## src/rtl/armleocpu_alu_wb_buffer_pkg.sv

```systemverilog
`default_nettype none
// ============================================================================
// Module      : armleocpu_defs (package)
// Description : Shared widths for the ALU writeback buffer slice: datapath
//               width and register-file index width.
// Revision    : 1.0 - initial release
// ============================================================================
package armleocpu_defs;

  localparam int XLEN  = 32;
  localparam int REG_W = 5;

endpackage : armleocpu_defs
`default_nettype wire

```

## src/rtl/armleocpu_alu_wb_buffer_fwd_lookup.sv

```systemverilog
`default_nettype none
// ============================================================================
// Module      : armleocpu_fwd_lookup
// Description : Youngest-first register match over DEPTH buffered entries.
//               Entries arrive ordered by age, slot 0 being the oldest, so a
//               plain ascending scan lets younger matches overwrite older ones.
// Revision    : 1.0 - initial release
// ============================================================================
module armleocpu_fwd_lookup
  import armleocpu_defs::*;
#(
  parameter int XLEN_P = XLEN,
  parameter int DEPTH  = 2
) (
  input  logic [DEPTH-1:0]        ent_valid,
  input  logic [DEPTH*REG_W-1:0]  ent_rd,
  input  logic [DEPTH*XLEN_P-1:0] ent_data,
  input  logic [DEPTH-1:0]        ent_illegal,
  input  logic [REG_W-1:0]        addr,
  output logic                    hit,
  output logic [XLEN_P-1:0]       data
);

  // Ascending age scan: the last (youngest) qualifying entry wins.
  always_comb begin
    hit  = 1'b0;
    data = '0;
    for (int k = 0; k < DEPTH; k++) begin
      if (ent_valid[k] && !ent_illegal[k] && (addr != '0) &&
          (ent_rd[k*REG_W +: REG_W] == addr)) begin
        hit  = 1'b1;
        data = ent_data[k*XLEN_P +: XLEN_P];
      end
    end
  end

endmodule : armleocpu_fwd_lookup
`default_nettype wire

```

## src/rtl/armleocpu_alu_wb_buffer.sv

```systemverilog
`default_nettype none
// ============================================================================
// Module      : armleocpu_alu_wb_buffer
// Description : Registered execute-to-writeback FIFO behind the ALU. Holds
//               result, rd, PC and illegal flag per entry, retires in order
//               over a valid/ready port and forwards in-flight results.
// Revision    : 1.0 - initial release
// ============================================================================
module armleocpu_alu_wb_buffer
  import armleocpu_defs::*;
#(
  parameter int XLEN_P = XLEN,
  parameter int DEPTH  = 2
) (
  input  logic                     clk,
  input  logic                     rst,
  input  logic                     flush,

  input  logic                     e2w_valid,
  output logic                     e2w_ready,
  input  logic [XLEN_P-1:0]        e2w_pc,
  input  logic [REG_W-1:0]         e2w_rd,
  input  logic [XLEN_P-1:0]        e2w_result,
  input  logic                     e2w_illegal,

  output logic                     w_valid,
  input  logic                     w_ready,
  output logic [XLEN_P-1:0]        w_pc,
  output logic [REG_W-1:0]         w_rd,
  output logic [XLEN_P-1:0]        w_wdata,
  output logic                     w_write,
  output logic                     w_trap,

  input  logic [REG_W-1:0]         fwd_rs1_addr,
  output logic                     fwd_rs1_hit,
  output logic [XLEN_P-1:0]        fwd_rs1_data,
  input  logic [REG_W-1:0]         fwd_rs2_addr,
  output logic                     fwd_rs2_hit,
  output logic [XLEN_P-1:0]        fwd_rs2_data,

  output logic [$clog2(DEPTH):0]   count
);

  localparam int PTR_W = $clog2(DEPTH);
  localparam int CNT_W = PTR_W + 1;
  localparam logic [CNT_W-1:0] DEPTH_C = CNT_W'(DEPTH);

  // Occupancy and pointer state
  logic [CNT_W-1:0] count_q,  count_d;
  logic [PTR_W-1:0] rd_ptr_q, rd_ptr_d;
  logic [PTR_W-1:0] wr_ptr_q, wr_ptr_d;

  // Payload storage, intentionally not reset
  logic [XLEN_P-1:0] pc_mem_q      [DEPTH];
  logic [REG_W-1:0]  rd_mem_q      [DEPTH];
  logic [XLEN_P-1:0] result_mem_q  [DEPTH];
  logic              illegal_mem_q [DEPTH];

  logic push;
  logic pop;

  // Handshake: ready depends on state only, flush vetoes the push
  always_comb begin
    e2w_ready = !rst && (count_q < DEPTH_C);
    w_valid   = (count_q != '0);
    push      = e2w_valid && e2w_ready && !flush;
    pop       = w_valid && w_ready;
  end

  // Next-state for occupancy and pointers; reset over flush over push/pop
  always_comb begin
    count_d  = count_q;
    rd_ptr_d = rd_ptr_q;
    wr_ptr_d = wr_ptr_q;
    if (rst) begin
      count_d  = '0;
      rd_ptr_d = '0;
      wr_ptr_d = '0;
    end else if (flush) begin
      count_d  = '0;
      rd_ptr_d = wr_ptr_q;
    end else begin
      if (push) begin
        wr_ptr_d = wr_ptr_q + PTR_W'(1);
      end
      if (pop) begin
        rd_ptr_d = rd_ptr_q + PTR_W'(1);
      end
      if (push && !pop) begin
        count_d = count_q + CNT_W'(1);
      end else if (pop && !push) begin
        count_d = count_q - CNT_W'(1);
      end
    end
  end

  // Control state register
  always_ff @(posedge clk) begin
    count_q  <= count_d;
    rd_ptr_q <= rd_ptr_d;
    wr_ptr_q <= wr_ptr_d;
  end

  // Payload write at the tail on an accepted push
  always_ff @(posedge clk) begin
    if (push) begin
      pc_mem_q[wr_ptr_q]      <= e2w_pc;
      rd_mem_q[wr_ptr_q]      <= e2w_rd;
      result_mem_q[wr_ptr_q]  <= e2w_result;
      illegal_mem_q[wr_ptr_q] <= e2w_illegal;
    end
  end

  // Head presentation; qualifiers gated by w_valid so idle state is clean
  always_comb begin
    w_pc    = pc_mem_q[rd_ptr_q];
    w_rd    = rd_mem_q[rd_ptr_q];
    w_wdata = result_mem_q[rd_ptr_q];
    w_trap  = w_valid && illegal_mem_q[rd_ptr_q];
    w_write = w_valid && !illegal_mem_q[rd_ptr_q] && (rd_mem_q[rd_ptr_q] != '0);
    count   = count_q;
  end

  // Re-order storage by age (slot 0 = head/oldest) for the lookup units
  logic [DEPTH-1:0]        age_valid;
  logic [DEPTH*REG_W-1:0]  age_rd;
  logic [DEPTH*XLEN_P-1:0] age_data;
  logic [DEPTH-1:0]        age_illegal;

  for (genvar k = 0; k < DEPTH; k++) begin : g_age
    logic [PTR_W-1:0] slot;
    assign slot                            = rd_ptr_q + PTR_W'(k);
    assign age_valid[k]                    = (CNT_W'(k) < count_q);
    assign age_rd[k*REG_W +: REG_W]        = rd_mem_q[slot];
    assign age_data[k*XLEN_P +: XLEN_P]    = result_mem_q[slot];
    assign age_illegal[k]                  = illegal_mem_q[slot];
  end

  armleocpu_fwd_lookup #(
    .XLEN_P (XLEN_P),
    .DEPTH  (DEPTH)
  ) u_fwd_rs1 (
    .ent_valid   (age_valid),
    .ent_rd      (age_rd),
    .ent_data    (age_data),
    .ent_illegal (age_illegal),
    .addr        (fwd_rs1_addr),
    .hit         (fwd_rs1_hit),
    .data        (fwd_rs1_data)
  );

  armleocpu_fwd_lookup #(
    .XLEN_P (XLEN_P),
    .DEPTH  (DEPTH)
  ) u_fwd_rs2 (
    .ent_valid   (age_valid),
    .ent_rd      (age_rd),
    .ent_data    (age_data),
    .ent_illegal (age_illegal),
    .addr        (fwd_rs2_addr),
    .hit         (fwd_rs2_hit),
    .data        (fwd_rs2_data)
  );

endmodule : armleocpu_alu_wb_buffer
`default_nettype wire

```

## config.mk

```make
export PLATFORM = sky130hd
export DESIGN_NAME = armleocpu_alu_wb_buffer
export DESIGN_NICKNAME = d
export VERILOG_FILES = /design/src/rtl/armleocpu_alu_wb_buffer_pkg.sv /design/src/rtl/armleocpu_alu_wb_buffer_fwd_lookup.sv /design/src/rtl/armleocpu_alu_wb_buffer.sv
export SDC_FILE = /design/constraint.sdc
export NUM_CORES = 1
export LEC_CHECK = 0
export CORE_AREA = 2 2 137 165
export CTS_BUF_LIST = sky130_fd_sc_hd__clkbuf_8
export DETAILED_ROUTE_END_ITERATION = 10
export DIE_AREA = 0 0 139 167
export DONT_BUFFER_PORTS = 1
export PLACE_DENSITY_LB_ADDON = 0.08
export SLEW_MARGIN = 10
export SYNTH_ARGS = -nofsm -noshare
export SYNTH_HDL_FRONTEND = slang
export SYNTH_SLANG_ARGS = --single-unit
```

## constraint.sdc

```tcl
create_clock -name clk -period 15.57 [get_ports clk]
set_clock_uncertainty 0.15 [all_clocks]
set_input_delay 3.114 -clock clk [delete_from_list [all_inputs] [get_ports clk]]
set_output_delay 3.114 -clock clk [all_outputs]
set_load 0.01 [all_outputs]
```

Yosys cells after proc, flatten, opt, wreduce, memory -nomap -nowiden
Memories as Yosys holds them, arrays and structs flattened. A register that Yosys moved wholly into a read port is not among the register bits.
Cells that the tools add are included.
W data, S select, Z words.
{ "word_totals": {"ramBits": 140, "regBits": 4, "output_inout_bits": 141, "n_memories": 4} }
{ "classes": {"reduce_logical": 33, "magnitude_cmp": 3, "mux": 22, "bitwise": 1, "n_eq_ne": 4, "addsub": 4} }
{ "mem_list": {"columns": ["memory", "words", "width", "rd", "rd_ports_with_merged_regs", "wr", "line", "text"], "rows": [
  ["pc_mem_q", 2, 32, 1, 1, 1, "armleocpu_alu_wb_buffer.sv:54", "logic [XLEN_P-1:0] pc_mem_q [DEPTH];"],
  ["result_mem_q", 2, 32, 2, 1, 1, "armleocpu_alu_wb_buffer.sv:56", "logic [XLEN_P-1:0] result_mem_q [DEPTH];"],
  ["rd_mem_q", 2, 5, 2, 1, 1, "armleocpu_alu_wb_buffer.sv:55", "logic [REG_W-1:0] rd_mem_q [DEPTH];"],
  ["illegal_mem_q", 2, 1, 2, 1, 1, "armleocpu_alu_wb_buffer.sv:57", "logic illegal_mem_q [DEPTH];"]
]} }
{ "ops": {"columns": ["op", "count"], "rows": [
  ["$mux W32", 4],
  ["$eq A5 B5 Y1", 4],
  ["$logic_and A1 B1 Y1", 19],
  ["$mux W1", 16],
  ["$reduce_bool A5 Y1", 3],
  ["$logic_not A1 Y1", 6],
  ["$reduce_bool A2 Y1", 3],
  ["$lt A1 B2 Y1 const A", 2],
  ["$mux W2", 2],
  ["$add A1 B1 Y1 const B", 2],
  ["$add A2 B1 Y2 const B", 1],
  ["$lt A2 B2 Y1 const B", 1],
  ["$reduce_and A2 Y1", 1],
  ["$reduce_or A2 Y1", 1],
  ["$sub A2 B1 Y2 const B", 1],
  ["$not A1 Y1", 1]
]} }

Depth between registers and ports, before layout
Gate-level depths: netlist (run 1).
{ "logic_depth": {"depth_word": 8, "depth_mapped": 9, "ltp_nobuf": 9} }

Cells and area by module
Synthesis (run 1) repeated with hierarchy kept, for this count alone.
{ "unflattened": {"cells_unflattened": 527, "area_unflattened_um2": 7920.1} }
{ "by_module_without_submodules": {"columns": ["module", "seq_area_each_um2", "cells_each", "area_each_um2", "instances"], "rows": [
  ["armleocpu_alu_wb_buffer", 4304.1, 331, 6115.9, 1],
  ["armleocpu_fwd_lookup", 0.0, 98, 902.1, 2]
]} }

Least setup slack after synthesis (run 1)
Ideal clock, no wire load.
{ "synth_timing": {"kind": "input -> output", "from": "input fwd_rs2_addr[0]", "to": "output fwd_rs2_data[0]", "n_path_buf": 1, "arrival_ns": 4.657, "required_ns": 12.306, "path_slack_ns": 7.649, "path_stages": 7, "cell_sequence": "or4_1 nor2_1 nor3_1 and3_1 mux2_4 buf_6 a22o_1"} }
{ "synth_between": {"elab_chain_cells": 5, "word_cells_on_any_way": 9, "classes_between": "eq/ne: 2; mux: 2; reduce/logical: 5"} }
{ "synth_rtl": {"columns": ["item", "line", "text"], "rows": [
  ["from (decl)", "armleocpu_alu_wb_buffer.sv:37", "input logic [REG_W-1:0] fwd_rs2_addr,"],
  ["$reduce_bool A5 Y1", "armleocpu_alu_wb_buffer_fwd_lookup.sv:29", "if (ent_valid[k] && !ent_illegal[k] && (addr != '0) &&"],
  ["$logic_and A1 B1 Y1 (2 in a row)", "armleocpu_alu_wb_buffer_fwd_lookup.sv:29", null],
  ["$mux W32", "armleocpu_alu_wb_buffer_fwd_lookup.sv:29", null],
  ["$mux W32 (*)", "armleocpu_alu_wb_buffer_fwd_lookup.sv:29", null],
  ["to (decl)", "armleocpu_alu_wb_buffer.sv:39", "output logic [XLEN_P-1:0] fwd_rs2_data,"]
]} }
Mark *: on every way between the ends. The rest lies on a longest branch, timed or not.

Worst setup path in the final report (run 1)
{ "layout_timing": {"from": "input fwd_rs2_addr[0]", "to": "output fwd_rs2_data[15]"} }
The elaborated chain is that of the path after synthesis.

==> impl_metrics.toml, run 1 <==
[run_status]
status = "complete, no violations"

[timing]
slew_violations = 0
finalCritPeriodShare_pct = 55.1
hold_violations = 0
rsz0062_at_grt = "no"
setup_violations = 0
fmax_ghz = 0.117
relSlewSlack_pct = 22.0
finalCriticalPeriod_ps = 8570
setup_tns_ps = 0
tightest_slew_ps = 1150

[layout]
syn2layout_area_growth_pct = 10.5
n_antenna_cell = 0
fin_nets = 474
seq_area_um2 = 4310
drive_above_1_share_pct = 26.8
multi_input_area_um2 = 1960
fillers = 2136

[synth]
synth_area_leader_cell = "edfxtp_1"
synth_flop_cell = "edfxtp_1"
synth_edf_count = 140
async_reset_ff_share_pct = 0
syn_avg_cell_area_um2 = 16.6
synth_common_cells = "140 x edfxtp_1, 67 x mux2_2, 64 x a22o_1"
netlist_top_cells_area = "edfxtp_1 66%, mux2_2 12%, a22o_1 8.8%"
ys_seq_area_share_pct = 67.4
syn_inst = 385
yosys_warnings = 0
netlist_area_um2 = 6390
yosys.area.top_type_share_pct = 65.8
synth-seq-cells = 145
netlist-cell-type-count = 30
post-synth-top-count-cell = "edfxtp_1"
syn-num-nets = 473

[clock_network]
cts_buffers = 17
cts_resized = 0
cts_max_level = 4
postCtsSetupBuffers = 0
clock-root-buffer = "clkbuf_8"
cts_tree = "built"
insertion_delay_ps = 430
clock-sinks = 145
cts.path.max_buffers = 2
clk_pin_slew_ps = 90
ctsHoldBuffers = 0

[run]
maxCapViolations = 0

[global_route]
grt_pass1_wl_um = 23500
grt_max_degree = 71
antenna_found_initial = 0
grt_overflow_total = 0
grt_pass1_vias = 3772
grt_usage_pct = 13.6

[floorplanning]
core_area_um2 = 21600
pin_count = 226
die_h_um = 167
rows = 59
die_w_um = 139
start_util_pct = 29.6
dieArea_um2 = 23200

[routing]
vias_per_cell = 5.14
detail_route.wl_per_cell_um = 23.3
drtIter0Drc = 138
routed_wirelength_um = 15700
num_vias = 3459
antenna_left = 0
drc = 0
drtPass1Iterations = 6

[setup_path]
required_ps = 12310
crit_type = "in -> out"
critical-path-slowest-cell = "mux2i_4"
r2r_slack_ps = 12350
r2r-end = "pc_mem_q[0][17]"
critPathArrivalTime_ps = 5310
r2r-start = "count[1]"
crit_path_cell_trace = "or4_1 > nor2_1 > or4_4 > mux2i_4 > a22o_1"
slowest_delay_ps = 920
worst-r2r-cell-count = 3
worst-path-max-fanout = 32
end_kind = "primary output"
critical_path.startpoint_type = "input pin"

[power_and_ir_drop]
p_per_area_nw_per_um2 = 107
total_power_w = 0.000756
power_leakage_nw = 2.22
ir_worst_vdd_mv = 0.0497

[worst_hold_path]
holdPathStages = 2
worst_hold_path_type = "reg -> reg"
min_from = "wr_ptr_q"

[placement]
detailed_place_hpwl_um = 10500
port_buffers = 0
gp_congestion = 0.705
-- power by group --
part	internal (W)	leakage [nW]	total, W	switching (W)
registers	0.000436	1.31	0.000442	0.00000587
logic	0.0000149	0.730	0.0000364	0.0000215
clock network	0.000128	0.178	0.000277	0.000150
-- state kept, by name (all words and copies together), names as in the netlist, named ones only --
name,cells
pc_mem_q,64
rd_ptr_q,1
illegal_mem_q,2
rd_mem_q,10
wr_ptr_q,1
result_mem_q,64
count,2
-- per-stage QoR --
stage | std cells | hold slack (ps) | cell area (um2) | setup WS [ps] | utilization, %
final | 673 | 462 | 7060 | 7000 | 32.7
after global routing | 673 | 493 | 7060 | 6850 | 32.7
after CTS | 672 | 467 | 7030 | 6950 | 32.6
after detailed placement | 640 | 443 | 6660 | 6950 | 30.9
after global placement | 640 | 435 | 6660 | 6980 | 30.9
after floorplan | 385 | 370 | 6390 | 7650 | -
-- layer usage --
metal / part of all wire, % / vias to the layer above / global-route usage [%]
li1: - / 1530 / -
met1: 37 / 1744 / 14.2
met2: 50 / 160 / 22.9
met3: 10 / 25 / 6.99
met4: 2.4 / 0 / 6.37
met5: 0 / - / 0
-- logic make-up after synthesis --
family / synth area share (%)
DFF: 67.4
muxes: 14.0
AOI/OAI and AO/OA: 8.93
and+or+nand+nor: 3.47
buffers and inverters: 2.37
xor gates and xnor gates: 3.29
adders and majority gates: 0.588
-- layout make-up --
| class | instances | area share, % |
|---|---|---|
| Inverter | 8 | 0.426 |
| Timing Repair Buffer | 3 | 0.603 |
| Clock inverter | 15 | 1.91 |
| Multi-Input combinational cell | 211 | 27.8 |
| Sequential cell | 145 | 61.0 |
| Tap cell | 274 | 4.86 |
| Clock buffer | 17 | 3.32 |
-- worst max-delay path by stage --
stage | slack, ps | cells past startpoint | to | start
detailed placement | 6950 | 5 | fwd_rs1_data[15] | fwd_rs1_addr[4]
finish | 7000 | 5 | fwd_rs2_data[15] | fwd_rs2_addr[0]
CTS | 6950 | 5 | fwd_rs1_data[15] | fwd_rs1_addr[4]
global route | 6850 | 5 | fwd_rs2_data[15] | fwd_rs2_addr[0]
global placement | 6980 | 5 | fwd_rs1_data[15] | fwd_rs1_addr[0]
floorplan | 7650 | 7 | fwd_rs2_data[0] | fwd_rs2_addr[0]
-- worst max-delay path: cells and delay by family --
| kind | cells | cell delay (ps) |
|---|---|---|
| muxes | 1 | 920 |
| AOI/OAI and AO/OA | 1 | 390 |
| and+or+nand+nor | 3 | 850 |
-- placed cells by master (no fill, tap or decap), types with 2 or more instances in the layout --
master / synthesis / final
a21oi_1: 2 / 2
a22o_1: 64 / 64
and3_1: 2 / 2
buf_4: 0 / 2
clkbuf_8: 0 / 17
clkinv_1: 0 / 2
clkinv_4: 0 / 2
clkinvlp_4: 0 / 4
dfxtp_1: 5 / 4
edfxtp_1: 140 / 140
ha_1: 3 / 3
inv_1: 8 / 9
inv_6: 0 / 4
mux2_2: 67 / 67
mux2i_1: 11 / 10
mux2i_4: 0 / 2
nand2_1: 3 / 3
nand3b_1: 2 / 2
nand4_1: 2 / 2
nand4b_1: 2 / 2
nor2_1: 9 / 9
nor3_1: 6 / 6
nor4_1: 2 / 2
or4_1: 2 / 2
or4_4: 2 / 2
xnor2_1: 13 / 13
xor2_1: 11 / 11
Note: power is estimated with default switching activity, not from simulation.
==> inputs of run 2 (changes only) <==
clock period = 8 ns   (was 15.57 ns; I/O delays follow)
==> run 2 against run 1 <==
Combinational power rose by 94%. Cell area fell by 0.21%. Sequential share of layout area is 0.13 points higher. First-iteration DRC count grew 49%. Clock-buffer cell count unchanged. Die area unchanged. Power rose by 98%. Clock power up 100%. Cell count decreased by 0.15%. Non-clock buffer count is 1 lower. Sequential power is 95% higher.
==> impl_metrics.toml, run 2 (synthesis gave the netlist of run 1 again) <==
[run_status]
status = "complete, no violations"

[routing]
antenna_left = 0
drtPass1Iterations = 4
drc = 0
detail_route.wl_per_cell_um = 23.0
vias_per_cell = 5.08
drtIter0Drc = 206
num_vias = 3414
routed_wirelength_um = 15400

[worst_hold_path]
worst_hold_path_type = "reg -> reg"

[clock_network]
cts_resized = 0
insertion_delay_ps = 440
cts.path.max_buffers = 2
cts_tree = "built"
cts_buffers = 17
clk_pin_slew_ps = 90
cts_max_level = 4
clock-root-buffer = "clkbuf_8"
ctsHoldBuffers = 0
postCtsSetupBuffers = 0
clock-sinks = 145

[power_and_ir_drop]
ir_worst_vdd_mv = 0.101
power_leakage_nw = 2.22
p_per_area_nw_per_um2 = 212

[setup_path]
crit_type = "reg -> out"
end_kind = "primary output"
critical_path.startpoint_type = "flop"
required_ps = 6250
critPathArrivalTime_ps = 4080
worst-path-max-fanout = 45

[layout]
fillers = 2147
syn2layout_area_growth_pct = 10.2
seq_area_um2 = 4310
fin_cells = 672
multi_input_area_um2 = 1960
fin_nets = 473
reg.largest.list = "pc_mem_q: 64 flops, result_mem_q: 64 flops, rd_mem_q: 10 flops"
final_common_cell = "edfxtp_1"
drive_above_1_share_pct = 27.1
final_cell_mix = "140 x edfxtp_1, 67 x mux2_2, 64 x a22o_1"
n_antenna_cell = 0

[global_route]
grt_pass1_vias = 3639
grt_pass1_wl_um = 23200
grt_overflow_total = 0
grt_max_degree = 71
grt_usage_pct = 13.5
antenna_found_initial = 0

[timing]
hold_violations = 0
setup_tns_ps = 0
setup_violations = 0
fmax_ghz = 0.172
rsz0062_at_grt = "no"
slew_violations = 0
tightest_slew_ps = 1150
relSlewSlack_pct = 21.9
finalCritPeriodShare_pct = 72.8
finalCriticalPeriod_ps = 5830

[floorplanning]
die_h_um = 167
pin_count = 226
die_w_um = 139
rows = 59
dieArea_um2 = 23200
core_area_um2 = 21600
start_util_pct = 29.6

[placement]
port_buffers = 0
detailed_place_hpwl_um = 10400
dp.cells = 640
gp_congestion = 0.707

[run]
maxCapViolations = 0
==> run 2: changes by cell type in the layout (fill, tap and decap cells not counted), sizes merged <==
cell,delta
clkinvlp,-1
clkinv,-3
buf,-1
inv,+4
==> run 2: final timing paths <==
kind | from | end | slack [ps] | depth (start not counted)
max | flop | fwd_rs1_data[15] | 2170 | 6
min | wr_ptr_q | flop | 460 | 2
max reg2reg | count[1] | result_mem_q[0][16] | 4790 | 3
min reg2reg | wr_ptr_q | flop | 460 | 2
==> run 2: through the flow <==
stage               hold slack [ps]  total power (W)  cell area [um2]  utilization [%]  worst slack (ps)
floorplan                       370         0.000934             6390                -              2030
finish                          464          0.00150             7040             32.7              2170
global route                    509          0.00156             7040             32.7              1830
global placement                450         0.000951             6660             30.9              2450
detailed placement              450         0.000951             6660             30.9              2440
CTS                             468          0.00152             7040             32.7              2030
==> run 2: power by group <==
group	switching (W)	internal [W]	leakage, nW	total [W]
Clock	0.000308	0.000256	0.191	0.000564
Combinational	0.0000415	0.0000289	0.719	0.0000705
Sequential	0.0000116	0.000849	1.31	0.000861
Total	0.000362	0.00113	2.22	0.00150
==> run 2: area by class of cell <==
cell class / count / share of cell area, %
clock buffers: 17 / 3.32
well taps: 274 / 4.87
clock inverters: 15 / 2.10
multi-input cells: 211 / 27.9
flip-flops and latches: 145 / 61.2
repair buffers: 2 / 0.213
inverters: 8 / 0.426
==> run 2: layer usage <==
layer / part of all wire (%) / vias up / global-route usage, %
li1: - / 1536 / -
met1: 37 / 1695 / 14.3
met2: 50 / 165 / 22.4
met3: 11 / 18 / 7.42
met4: 1.7 / 0 / 5.18
met5: 0 / - / 0
==> run 2: critical path, stage by stage, from the launching register on <==
cell and delay, ps:
dfxtp_4 670, buf_4 590, mux2i_1 550, xnor2_1 170
nand4b_1 250, mux2i_4 880, a22o_1 400
==> variant 1 (settings of run 2) <==
`XLEN`: 32 -> 64.
--- a/src/rtl/armleocpu_alu_wb_buffer_pkg.sv
+++ b/src/rtl/armleocpu_alu_wb_buffer_pkg.sv
@@ -8,5 +8,5 @@
 package armleocpu_defs;
 
-  localparam int XLEN  = 32;
+  localparam int XLEN  = 64;
   localparam int REG_W = 5;
 
Interface: changed (6 resized); port bits go from 226 to 418. No check against the original RTL was run, so the function may have changed too.
==> variant 1 against run 2 <==
  * Combinational power rose by 150%
  * Worst setup slack got worse by 0.33 ns
  * Area after synthesis up 110%
  * First-iteration DRC count rose by 140%
  * Die area did not move
  * Clock power increased by 71%
  * Power up 85%
  * Wire length grew 110%
  * Count of clock-buffer cells in the layout increased by 24
  * Sequential cell count up 128
  * Cell area grew 99%
  * Critical endpoint is now fwd_rs2_data[11]
==> variant 1: results (changes against run 2) <==
Route
  • Wl on met1: 10.16 mm (was 5.728 mm)
  • DRT Pass-1 Iters: 8 (was 4)
  • DRT iter0 DRCs: 502 (was 206)
  • Routed WL per cell: 27.35 um (was 22.96 um)
  • Total number of vias: 7591 (was 3414)
  • Metal2 WL: 16.67 mm (was 7.694 mm)
  • Routed wire length: 31.81 mm (was 15.43 mm)
  • Detailed-routed wire length on met3: 3.865 mm (was 1.738 mm)

Synth
  • Number of synthesized flops with an enable pin: 268 (was 140)
  • Sequential area share after synthesis: 61.50% (was 67.37%)
  • Mux cell area share after synthesis: 26.49% (was 13.98%)
  • Distinct cells, synth: 31 (was 30)
  • Most frequent cells after synthesis: 268 x edfxtp_1, 201 x mux2i_1, 128 x mux2_2 (was 140 x edfxtp_1, 67 x mux2_2, 64 x a22o_1)
  • Synth Area in Compound Gates: 0.4250% (was 8.931%)
  • Synth Area in XOR/XNOR: 1.587% (was 3.290%)
  • Synth area leaders: edfxtp_1 61%, mux2i_1 15%, mux2_2 11% (was edfxtp_1 66%, mux2_2 12%, a22o_1 8.8%)
  • Synth Flop Type: edfxtp_1 (unchanged)
  • Synth Area in Adders: 0.2833% (was 0.5875%)

Cells and area
  • Layout clock buffers: 41 (was 17)
  • Register share of the cell area: 58.25% (was 61.18%)
  • Biggest regs: pc_mem_q (128), result_mem_q (128), rd_mem_q (10) (was pc_mem_q (64), result_mem_q (64), rd_mem_q (10))
  • Multi-input combinational gate total: 525 (was 211)
  • Non-clk bufs: 12 (was 2)
  • Multi-input gate area: 4690 sq um (was 1964 sq um)
  • Final-layout fill cell count: 1558 (was 2147)
  • Nets: 1013 (was 473)
  • Share of cells above drive strength 1: 22.72% (was 27.14%)

Outcome
  • Status: finished, final reports clean (unchanged)

CTS
  • Num Clock Sinks: 273 (was 145)
  • Max H-tree Level: 2 (was 4)
  • Clk_lat worst skew: 0.52 ns (was 0.44 ns)
  • CTS clk-pin slew, worst paths: 0.06 ns (was 0.09 ns)

Placed design
  • Placed insts: 1092 (was 640)
  • HPWL after DPL: 22.41 mm (was 10.40 mm)
  • RePlAce Congestion: 0.8581 (was 0.7065)

Global route
  • Vias in the first global route: 7856 (was 3639)
  • First-pass GRT wire length: 47.12 mm (was 23.17 mm)
  • Total GRT Usage: 26.56% (was 13.46%)
  • Largest net degree at the start of global routing: 76 (was 71)

Critical path
  • Crit path max-delay cell type: dfxtp_4 (was mux2i_4)
  • RR Endpoint: result_mem_q[1][34] (was result_mem_q[0][16])
  • Family with the most delay on the worst path: buffers and inverters (was multiplexers)
  • Worst R2R Setup Slack: 4.53 ns (was 4.79 ns)
  • Crit path DAT: 4.41 ns (was 4.08 ns)

Power
  • Pleak: 0.005137 uW (was 0.002223 uW)
  • Worst VDD drop: 163.8 uV (was 100.7 uV)

STA
  • Relative slew slack: 31.83% (was 21.92%)
  • WHS: 0.4666 ns (was 0.4639 ns)
==> variant 1: how the worst max path moves through the flow <==
stage,startpoint,to,slack (ns),cells past startpoint
finish,rd_ptr_q,fwd_rs2_data[11],1.84,7
global route,rd_ptr_q,fwd_rs2_data[11],1.58,7
CTS,rd_ptr_q,fwd_rs2_data[11],1.80,7
detailed placement,rd_ptr_q,fwd_rs2_data[15],2.37,7
global placement,rd_ptr_q,fwd_rs2_data[15],2.48,7
floorplan,rst,illegal_mem_q[0],1.67,2
==> variant 1: per-stage QoR <==
step	utilization, %	total power, uW	cell area [sq um]	setup WS (ns)
floorplan	-	1795	13250	1.669
global placement	61.74	1824	13310	2.480
detailed placement	61.74	1830	13310	2.369
CTS	64.95	2797	14000	1.802
global route	64.95	2864	14000	1.576
finish	64.95	2766	14000	1.841
==> variant 1: layer usage <==
metal  up-vias  track usage (%)
met4         0            10.01
met2       431            47.35
met1      3757            26.80
met5         -                0
li1       3329                -
met3        74            12.74
==> variant 1: cell families after synthesis <==
kind of cell | after synthesis
AOI/OAI and AO/OA | 7
xor gates and xnor gates | 24
adders and majority gates | 3
buffers and inverters | 72
DFF | 273
muxes | 332
and+or+nand+nor | 159
==> variant 1: worst reg2reg max path, cell delays in order, from the launching register on <==
cell,delay (ns)
dfxtp_1,0.38
nor4b_1,0.73
and2_4,0.92
buf_4,0.84
==> variant 1: power by group <==
| part | switching [uW] | internal [uW] | total (uW) |
|---|---|---|---|
| sequential | 20.6 | 1610 | 1630 |
| clock | 488 | 478 | 966 |
| combinational | 114 | 60.3 | 174 |
| total | 622 | 2140 | 2770 |
==> variant 2 (settings of run 2) <==
Made on the original files. Put a register stage on the output `count`. The value now appears one clock later. The other outputs are not delayed to match.
--- a/src/rtl/armleocpu_alu_wb_buffer.sv
+++ b/src/rtl/armleocpu_alu_wb_buffer.sv
@@ -45,4 +45,6 @@
   localparam int CNT_W = PTR_W + 1;
   localparam logic [CNT_W-1:0] DEPTH_C = CNT_W'(DEPTH);
+
+  logic [$clog2(DEPTH):0] count_c;
 
   // Occupancy and pointer state
@@ -119,5 +121,5 @@
     w_trap  = w_valid && illegal_mem_q[rd_ptr_q];
     w_write = w_valid && !illegal_mem_q[rd_ptr_q] && (rd_mem_q[rd_ptr_q] != '0);
-    count   = count_q;
+    count_c = count_q;
   end
 
@@ -163,4 +165,8 @@
   );
 
+  always_ff @(posedge clk) begin
+    count <= count_c;
+  end
+
 endmodule : armleocpu_alu_wb_buffer
 `default_nettype wire
Formal check against the unedited RTL: not equivalent (a bounded check fails within 4 cycles, from zero or initial values and one cycle with rst high).
==> variant 2 against run 2 <==
  * Clock power is 2% higher
  * Area after synthesis is 0.63% higher
  * Power is 1.6% higher
  * Count of clock-buffer cells in the layout stayed put
  * Register-to-register slack hardly changed
  * Worst setup slack worse by 0.062 ns
  * Wire length is 2.7% higher
  * Sequential share of layout area is 0.16 points lower
  * Non-clock buffer count is 1 higher
  * Cell area is 1.2% higher
  * Sequential cell count is 2 higher
  * Critical path type unchanged
==> variant 2: results (changes against run 2) <==
Synth
  • Synth Area in XOR/XNOR: 3.270% (was 3.290%)
  • Sequential area share after synthesis: 67.57% (was 67.37%)
  • Distinct cells, synth: 30 (unchanged)
  • Synth Area in Compound Gates: 8.875% (was 8.931%)
  • Most frequent cells after synthesis: 140 x edfxtp_1, 67 x mux2_2, 64 x a22o_1 (unchanged)
  • Synth Area in Adders: 0.5839% (was 0.5875%)
  • Mux cell area share after synthesis: 13.90% (was 13.98%)
  • Post-synthesis async set-or-reset flop share: 0% (unchanged)
  • Synth area leaders: edfxtp_1 65%, mux2_2 12%, a22o_1 8.7% (was edfxtp_1 66%, mux2_2 12%, a22o_1 8.8%)
  • Top cell type's share of synthesized area: 65.40% (was 65.80%)

Global route
  • Routing usage on met3: 6.527% (was 7.418%)
  • Vias in the first global route: 3732 (was 3639)
  • Met1 usage: 15.36% (was 14.26%)
  • Largest net degree at the start of global routing: 71 (unchanged)
  • M2 GR Usage: 23.15% (was 22.42%)
  • Total GRT Usage: 13.70% (was 13.46%)
  • First-pass GRT wire length: 23.72 mm (was 23.17 mm)

STA
  • Worst-margin pin slew: 1.229 ns (was 1.147 ns)

Route
  • Total number of vias: 3491 (was 3414)
  • Routed WL per cell: 23.48 um (was 22.96 um)
  • DRT iter0 DRCs: 149 (was 206)
  • DRT Pass-1 Iters: 4 (unchanged)

Critical path
  • Crit path DAT: 4.14 ns (was 4.08 ns)
  • RR Endpoint: pc_mem_q[0][18] (was result_mem_q[0][16])
  • CP max stage delay: 0.95 ns (was 0.88 ns)
  • Cells on worst reg2reg path: 3 (unchanged)
  • Worst R2R Setup Slack: 4.78 ns (was 4.79 ns)
  • R2R Path Start: count_c[1] (was count[1])
  • Crit path max-delay cell type: mux2i_4 (unchanged)
  • Worst-path fanout max: 45 (unchanged)
  • Critical path launch point type: flop (unchanged)

Placed design
  • RePlAce Congestion: 0.7411 (was 0.7065)
  • HPWL after DPL: 10.44 mm (was 10.40 mm)
  • Port Buffers: 0 (unchanged)

CTS
  • Max H-tree Level: 4 (unchanged)
  • Clk_lat worst skew: between 0.4 and 0.5 ns

Cells and area
  • Share of cells above drive strength 1: 27.25% (was 27.14%)
  • Nets: 476 (was 473)

Outcome
  • Status: finished, final reports clean (unchanged)

Power
  • Switching pwr: 368.7 uW (was 361.6 uW)
  • Worst VDD drop: 118.5 uV (was 100.7 uV)
  • Pleak: 0.002262 uW (was 0.002223 uW)

Min path
  • Hold Path Class: flop to flop (unchanged)
[variant 2: cell type report]
type	count	area, sq um
clock buffers	17	234.0
repair buffers	3	42.54
diodes	1	2.502
fillers	2126	14430
multi-input cells	211	1964
clock inverters	14	161.4
flip-flops and latches	147	4348
well taps	274	342.8
inverters	8	30.03
[variant 2: worst max-delay path: cells and delay by family, from the launching register on]
family          cells  cell delay, ns
compound gates      1            0.39
xor+xnor            1            0.17
buf+inv             1            0.52
flops               1            0.82
mux                 2            1.51
simple gates        1            0.25
[variant 2: how the worst min path moves through the flow]
stage | startpoint | to | slack (ns) | depth (start not counted)
6_report | count_c[1] | count[1] | 0.26 | 0
5_1_grt | count_c[1] | count[1] | 0.28 | 0
4_1_cts | count_c[1] | count[1] | 0.27 | 0
2_1_floorplan | count_c[1] | count[1] | 0.23 | 0
3_5_place_dp | count_c[1] | count[1] | 0.25 | 0
3_3_place_gp | count_c[1] | count[1] | 0.24 | 0
[variant 2: power by group through the flow]
stage / logic [uW] / clock network, uW / registers [uW]
floorplan: 60.8 / 0 / 884
global placement: 71.4 / 0 / 890
detailed placement: 71.2 / 0 / 891
CTS: 71.5 / 608 / 873
global route: 76.2 / 634 / 875
finish: 69.3 / 578 / 872
[variant 2: kinds of logic (layout without fill, tap and decap cells)]
family / Yosys count / in the layout
AO/OA/AOI/OAI: 66 / 66
AND/OR/NAND/NOR: 38 / 38
buffers and inverters: 29 / 42
multiplexers: 80 / 80
other: 0 / 1
flip-flops: 147 / 147
XOR/XNOR: 24 / 24
adder cells (fa/ha/maj): 3 / 3
[variant 2: through the flow]
step / worst slack (ns) / total power [uW] / util, % / cells / area [sq um]
2_1_floorplan: 2.035 / 944.8 / - / 387 / 6429
3_3_place_gp: 2.429 / 961.5 / 31.08 / 642 / 6700
3_5_place_dp: 2.335 / 961.9 / 31.08 / 642 / 6700
4_1_cts: 1.988 / 1553 / 32.92 / 673 / 7096
5_1_grt: 1.759 / 1586 / 33.05 / 674 / 7123
6_report: 2.111 / 1519 / 33.06 / 675 / 7126
[variant 2: routing by layer]
metal,share of wire [%],up-vias,wire (um)
met5,0,-,0
met1,39,1781,6136
met3,10,15,1610
met4,1.2,0,184
met2,50,156,7915
li1,-,1539,-
